`src/rtl/rr_mux_arbiter.sv`:
```
// rr_mux_arbiter: N-channel valid/ready arbitrating mux (fixed/round-robin/forced) into a one-entry output register; ports clk, rst_n, mode, sel, in_data/in_valid/in_ready, out_data/out_chan/out_valid/out_ready
module rr_mux_arbiter #(
  parameter int WIDTH = 8,
  parameter int CHANNELS = 4,
  localparam int SEL_W = $clog2(CHANNELS)
) (
  input  logic                      clk,
  input  logic                      rst_n,
  input  logic [1:0]                mode,
  input  logic [SEL_W-1:0]          sel,
  input  logic [CHANNELS*WIDTH-1:0] in_data,
  input  logic [CHANNELS-1:0]       in_valid,
  output logic [CHANNELS-1:0]       in_ready,
  output logic [WIDTH-1:0]          out_data,
  output logic [SEL_W-1:0]          out_chan,
  output logic                      out_valid,
  input  logic                      out_ready
);
  logic [SEL_W-1:0] ptr, fp_i, rr_i, gnt_i;
  logic fp_v, rr_v, gnt_v, can_accept, fire;
  always_comb begin
    fp_v = 1'b0;
    fp_i = '0;
    rr_v = 1'b0;
    rr_i = '0;
    for (int i = CHANNELS - 1; i >= 0; i--)
      if (in_valid[i]) begin
        fp_v = 1'b1;
        fp_i = SEL_W'(i);
      end
    for (int k = CHANNELS - 1; k >= 0; k--)
      if (in_valid[(int'(ptr) + k) % CHANNELS]) begin
        rr_v = 1'b1;
        rr_i = SEL_W'((int'(ptr) + k) % CHANNELS);
      end
    gnt_v = mode == 2'b01 ? rr_v : mode == 2'b10 ? (int'(sel) < CHANNELS && in_valid[sel]) : fp_v;
    gnt_i = mode == 2'b01 ? rr_i : mode == 2'b10 ? sel : fp_i;
  end
  assign can_accept = !out_valid | out_ready;
  assign in_ready = (gnt_v & can_accept & rst_n) ? CHANNELS'(1) << gnt_i : '0;
  assign fire = |in_ready;
  always_ff @(posedge clk) begin
    if (!rst_n) begin
      out_valid <= 1'b0;
      out_data <= '0;
      out_chan <= '0;
      ptr <= '0;
    end else if (fire) begin
      out_valid <= 1'b1;
      out_data <= in_data[int'(gnt_i)*WIDTH +: WIDTH];
      out_chan <= gnt_i;
      if (mode == 2'b01) ptr <= gnt_i == SEL_W'(CHANNELS - 1) ? '0 : gnt_i + 1'b1;
    end else if (out_ready) begin
      out_valid <= 1'b0;
    end
  end
endmodule

```
`config.mk`:
```
export PLATFORM = sky130hd
export DESIGN_NAME = rr_mux_arbiter
export DESIGN_NICKNAME = d
export VERILOG_FILES = /design/src/rtl/rr_mux_arbiter.sv
export SDC_FILE = /design/constraint.sdc
export NUM_CORES = 1
export LEC_CHECK = 0
export BUFFER_PORTS_ARGS = -buffer_cell sky130_fd_sc_hd__buf_2
export CAP_MARGIN = 10
export CORE_ASPECT_RATIO = 1.25
export CORE_MARGIN = 1.5
export CORE_UTILIZATION = 50
export DETAILED_ROUTE_END_ITERATION = 7
export PLACE_DENSITY = 0.91
export SETUP_SLACK_MARGIN = 0.4
export SLEW_MARGIN = 20
export SYNTH_ARGS = -nofsm -noshare
export SYNTH_HDL_FRONTEND = slang
export SYNTH_SLANG_ARGS = --single-unit
```
`constraint.sdc`:
```
create_clock -name clk -period 6 [get_ports clk]
set_input_delay 0 -clock clk [delete_from_list [all_inputs] [get_ports clk]]
set_output_delay 0 -clock clk [all_outputs]
set_load 0.02 [all_outputs]
```
# Yosys cells after proc, flatten, opt, wreduce, memory -nomap -nowiden
# Cells that the tools add are included.
# word_totals
input_bits	43
reg_bits	13
# classes
addsub	4
shift	2
magnitude_cmp	5
reduce_logical	7
muxes	37
n_bitwise	6
eq_ne	3
# op_table
op	count
variable part select 32 x 6 -> 8 bit	1
two-way mux 2 bit	11
two-way mux 1 bit	20
less-than comparator 3 x 4 -> 1 bit, second input constant	3
binary-select mux 1 bit (select 2 bit)	5
less-than comparator 2 x 3 -> 1 bit, second input constant	2
OR reduction 2 bit	3
adder 2 x 1 -> 2 bit, second input constant	2
adder 2 bit, second input constant	2
equality test 2 bit, second input constant	2
two-way mux 4 bit	1
OR reduction 4 bit	1
<< shifter 1 x 2 -> 4 bit, first input constant	1
bitwise AND 1 bit, first input constant	3
bitwise AND 1 bit	2
equality test 2 x 1 -> 1 bit, second input constant	1
AND reduction 2 bit	1
nonzero test 2 bit	1
zero test 1 bit	1
OR 1 bit	1

# Depth between registers and ports, before layout
# logic_depth
ltp_word	16
depth_mapped	14
depth_no_buf	11

# Least setup slack after synthesis
# Ideal clock, no wire load.
# synth_timing
kind	reg-to-reg
start	reg ptr[1]
end	reg out_data[2]
setup_time_ps	120
path_stages_with_launch	13
synth_period_minus_slack_ps	2842
t_arrival_ps	2722
t_required_ps	5880
slack_ps	3158
cell_sequence	dfxtp_1 > mux2i_1 > o221ai_2 > and2_4 > buf_2 > or2_2 > ha_1 > nor2_1 > o2111ai_1 > nand2_4 > buf_6 > a211oi_1 > o31a_1
# synth_via
elab_chain_cells	13
# synth_lines
item	line_no	rtl
start, declared	19	logic [SEL_W-1:0] ptr, fp_i, rr_i, gnt_i;
start signal, assigned	52	if (mode == 2'b01) ptr <= gnt_i == SEL_W'(CHANNELS - 1) ? '0 : gnt_i + 1'b1;
parallel branches: the longest is 13 deep, another holds adder 2 bit	n/a	
end signal, assigned	50	out_data <= in_data[int'(gnt_i)*WIDTH +: WIDTH];
end, declared	14	output logic [WIDTH-1:0] out_data,
# Parallel ways; which one is timed is not known. The select of a mux whose other input is x is not followed.
# A chain may end at the register's enable or synchronous reset.

# Worst setup path after layout
# layout_timing
start	reg ptr[1]
end	reg out_data[1]
# layout_lines
item	line_no	rtl
adder 2 bit	32, 34	
binary-select mux 1 bit (select 2 bit)	32	if (in_valid[(int'(ptr) + k) % CHANNELS]) begin
two-way mux 1 bit (not written as such) (2 in a row)	32	
two-way mux 2 bit (3 in a row)	32	
two-way mux 2 bit (*)	32	
two-way mux 2 bit (*)	37	gnt_i = mode == 2'b01 ? rr_i : mode == 2'b10 ? sel : fp_i;
net gnt_i[1]	19	
parallel branches: the longest is 3 deep, another holds variable part select 32 x 6 -> 8 bit	n/a	
# Mark *: on every way through the listed nets, which the timed path passes. The select of a mux whose other input is x is not followed.

==> qor.yml <==
drive_gt1_frac: 0.414
postCtsHoldBufs: 0
instances_no_fill: 236
async_reset_ff_frac: 0
synth_edf_count: 0
hold_start: "out_ready"
ys.flop_type: "dfxtp_1"
netlist_area_um2: 1310
die_y_um: 60.3
cp.arrival_ns: 3.22
dieArea_um2: 2950
clock_path_buffers: 2
rsz0062_at_grt: "no"
synth_area_per_cell_um2: 8.59
ys_ff_latch: 13
yosysUniqueCellTypes: 47
min_path_type: "input pin to flop"
fin_setup_tns_ns: 0
max_freq_ghz: 0.329
synth-compound-area-share: 0.340
area_growth_pct: 20.7
grt_pass1_wl_um: 4820
p_leak_nw: 0.687
post-cts-setup-buffers: 0
dp_hpwl_um: 2340
hold_ws_ns: 0.0559
skew_ns: 0.000972
yosys_warnings: 0
antenna_cells: 0
clockRootBuffer: "clkbuf_4"
nFillCells: 236
multi_input_area_um2: 957
syn_nets: 198
powerDensity_nw_per_um2: 169
dp.cells: 232
regArea_um2: 260
htree_levels: 1
synth_top_area_share: 0.198
core.rowCount: 20
wire_per_inst_um: 12.8
io_pins: 58
postCtsResizedCells: 0
vias: 1339
setup_viol: 0
finalHoldViolations: 0
synthMuxAreaShare: 0.0648
insertion_delay_ns: 0.28
route.detailed.drc: 0
slew_viol_final: 0
ir_worst_vdd_uv: 146
yosys-top-cells-area: "dfxtp_1 20%, o21ai_0 6.9%, or3b_1 6.0%, o31a_1 5.3%, or3b_2 5.3%"
layout_min_cycle_time_ns: 3.04
crit_buf_inv: 2
worstPathCellList: "inv_1 > maj3_2 > a221oi_2 > or2_4 > inv_1 > ha_1 > nor2_1 > o2111ai_1 > o211ai_2 > a21oi_1 > o31a_1"
drt_pass1_iterations: 4
cts_tree: "yes"
grt_pass1_vias: 1126
drt_iter0_drc: 29
final_nets: 249
netlist_instances: 153
slew_headroom: 0.698
met1_usage: 0.233
cts_buffers: 3
global_route.usage.total: 0.210
vias_per_cell: 5.67
timing.rr.start: "ptr[1]"
endpoint_kind: "flop"
path_delay_family: "compound AO/OA/AOI/OAI gates"
numPortBuffers: 57
initial_core_util: 0.536
grt_max_degree: 34
crit_path_start_kind: "flop"
path_clk_slew_ns: 0.08
worst_path_most_repeated_cell: "inv_1"
synth_top_area_cell: "dfxtp_1"
crit_slowest_cell: "dfxtp_1"
critical_path_peak_fanout: 12
synth_top_family_by_area: "compound AO/OA/AOI/OAI gates"
worst_pin_slew_ns: 0.453
wl_um: 3010
synth_adder_area_share: 0.0276
routabilityCongestion: 0.874
yosysSeqAreaShare: 0.198
gr-total-overflow: 0
die_w_um: 48.8
required_ns: 6.17
maxCapViolCount: 0
grt.busiest_layer: "met2"
grt_use_met3: 0.0275
clock_sinks: 13
grt_use_met2: 0.403
startpoint: "ptr[1]"
status: "finished, final reports clean"
grt_antenna_before_repair: 0
detail-route-antenna-nets: 0
critPathMaxStageDelay_ns: 0.47
path_class: "flop to flop"
total_power_uw: 269
synthXorXnorAreaFrac: 0
core-area_um2: 2450
synthSimpleGateAreaFrac: 0.296
post-route-period-util: 0.507
## flip-flops by register name (all words and copies together), names as in the netlist
name       flops
out_valid      1
out_chan       2
ptr            2
out_data       8
## logic make-up (layout without fill, tap and decap cells)
kind of cell / count (synthesis) / count (layout)
simple gates: 57 / 57
fa+ha+maj: 3 / 3
flops: 13 / 13
buf+inv: 15 / 65
mux: 6 / 6
compound gates: 59 / 59
## per-layer routing
| metal | part of all wire | vias to the layer above |
|---|---|---|
| met5 | 0 | - |
| met4 | 0.016 | 0 |
| met3 | 0.067 | 4 |
| met2 | 0.49 | 51 |
| met1 | 0.42 | 611 |
| li1 | - | 673 |
## where the power goes
part           switching, mW  internal, mW  leakage [nW]
Clock                 0.0298        0.0258        0.0150
Sequential           0.00427        0.0939         0.106
Combinational         0.0646        0.0503         0.566
## cell usage after synthesis, drive strengths merged (2+ instances only)
cell / number
a21oi: 8
clkbuf: 3
nand2: 4
o31ai: 2
inv: 4
ha: 2
o21ai: 19
dfxtp: 13
or3b: 17
o211ai: 2
or2: 3
nand2b: 4
nor2: 7
a211oi: 8
o31a: 8
buf: 8
nor2b: 7
mux2i: 5
and2b: 2
a21boi: 4
and2: 11
## path summary, 6_finish.rpt
kind / endpoint / slack, ns / cells past startpoint
worst min register to register: out_chan[1] / 0.45 / 2
worst min-delay path: out_valid / 0.06 / 3
worst max-delay path: out_data[1] / 2.96 / 11
worst max register to register: out_data[1] / 2.96 / 11
## cell usage in the layout, fill, tap and decap left out, drive strengths merged, types with 5 or more instances in the layout
master  instances
and2           11
nor2b           7
buf            57
o21ai          19
a211oi          8
dfxtp          13
nor2            7
a21oi           8
or3b           17
o31a            8
mux2i           5
## per-stage QoR
stage          setup WS, ns   util  instance area [um^2]
6_report               2.96  0.646                  1590
5_1_grt                2.78  0.646                  1590
4_1_cts                2.98  0.646                  1590
3_5_place_dp           2.98  0.636                  1560
3_3_place_gp           3.08  0.636                  1560
2_1_floorplan          3.16      -                  1310
## tightest hold or removal path: stages
cell and delay (ns):
buf_2 0.07, nand2b_1 0.12, a21boi_0 0.10
## layout make-up
| type | instances | area share |
|---|---|---|
| Clock buffer | 4 | 0.0166 |
| Tap cell | 33 | 0.0260 |
| Multi-Input combinational cell | 125 | 0.604 |
| Inverter | 4 | 0.00947 |
| Timing Repair Buffer | 57 | 0.180 |
| Sequential cell | 13 | 0.164 |
No activity file was read; power rests on OpenSTA's default activity.
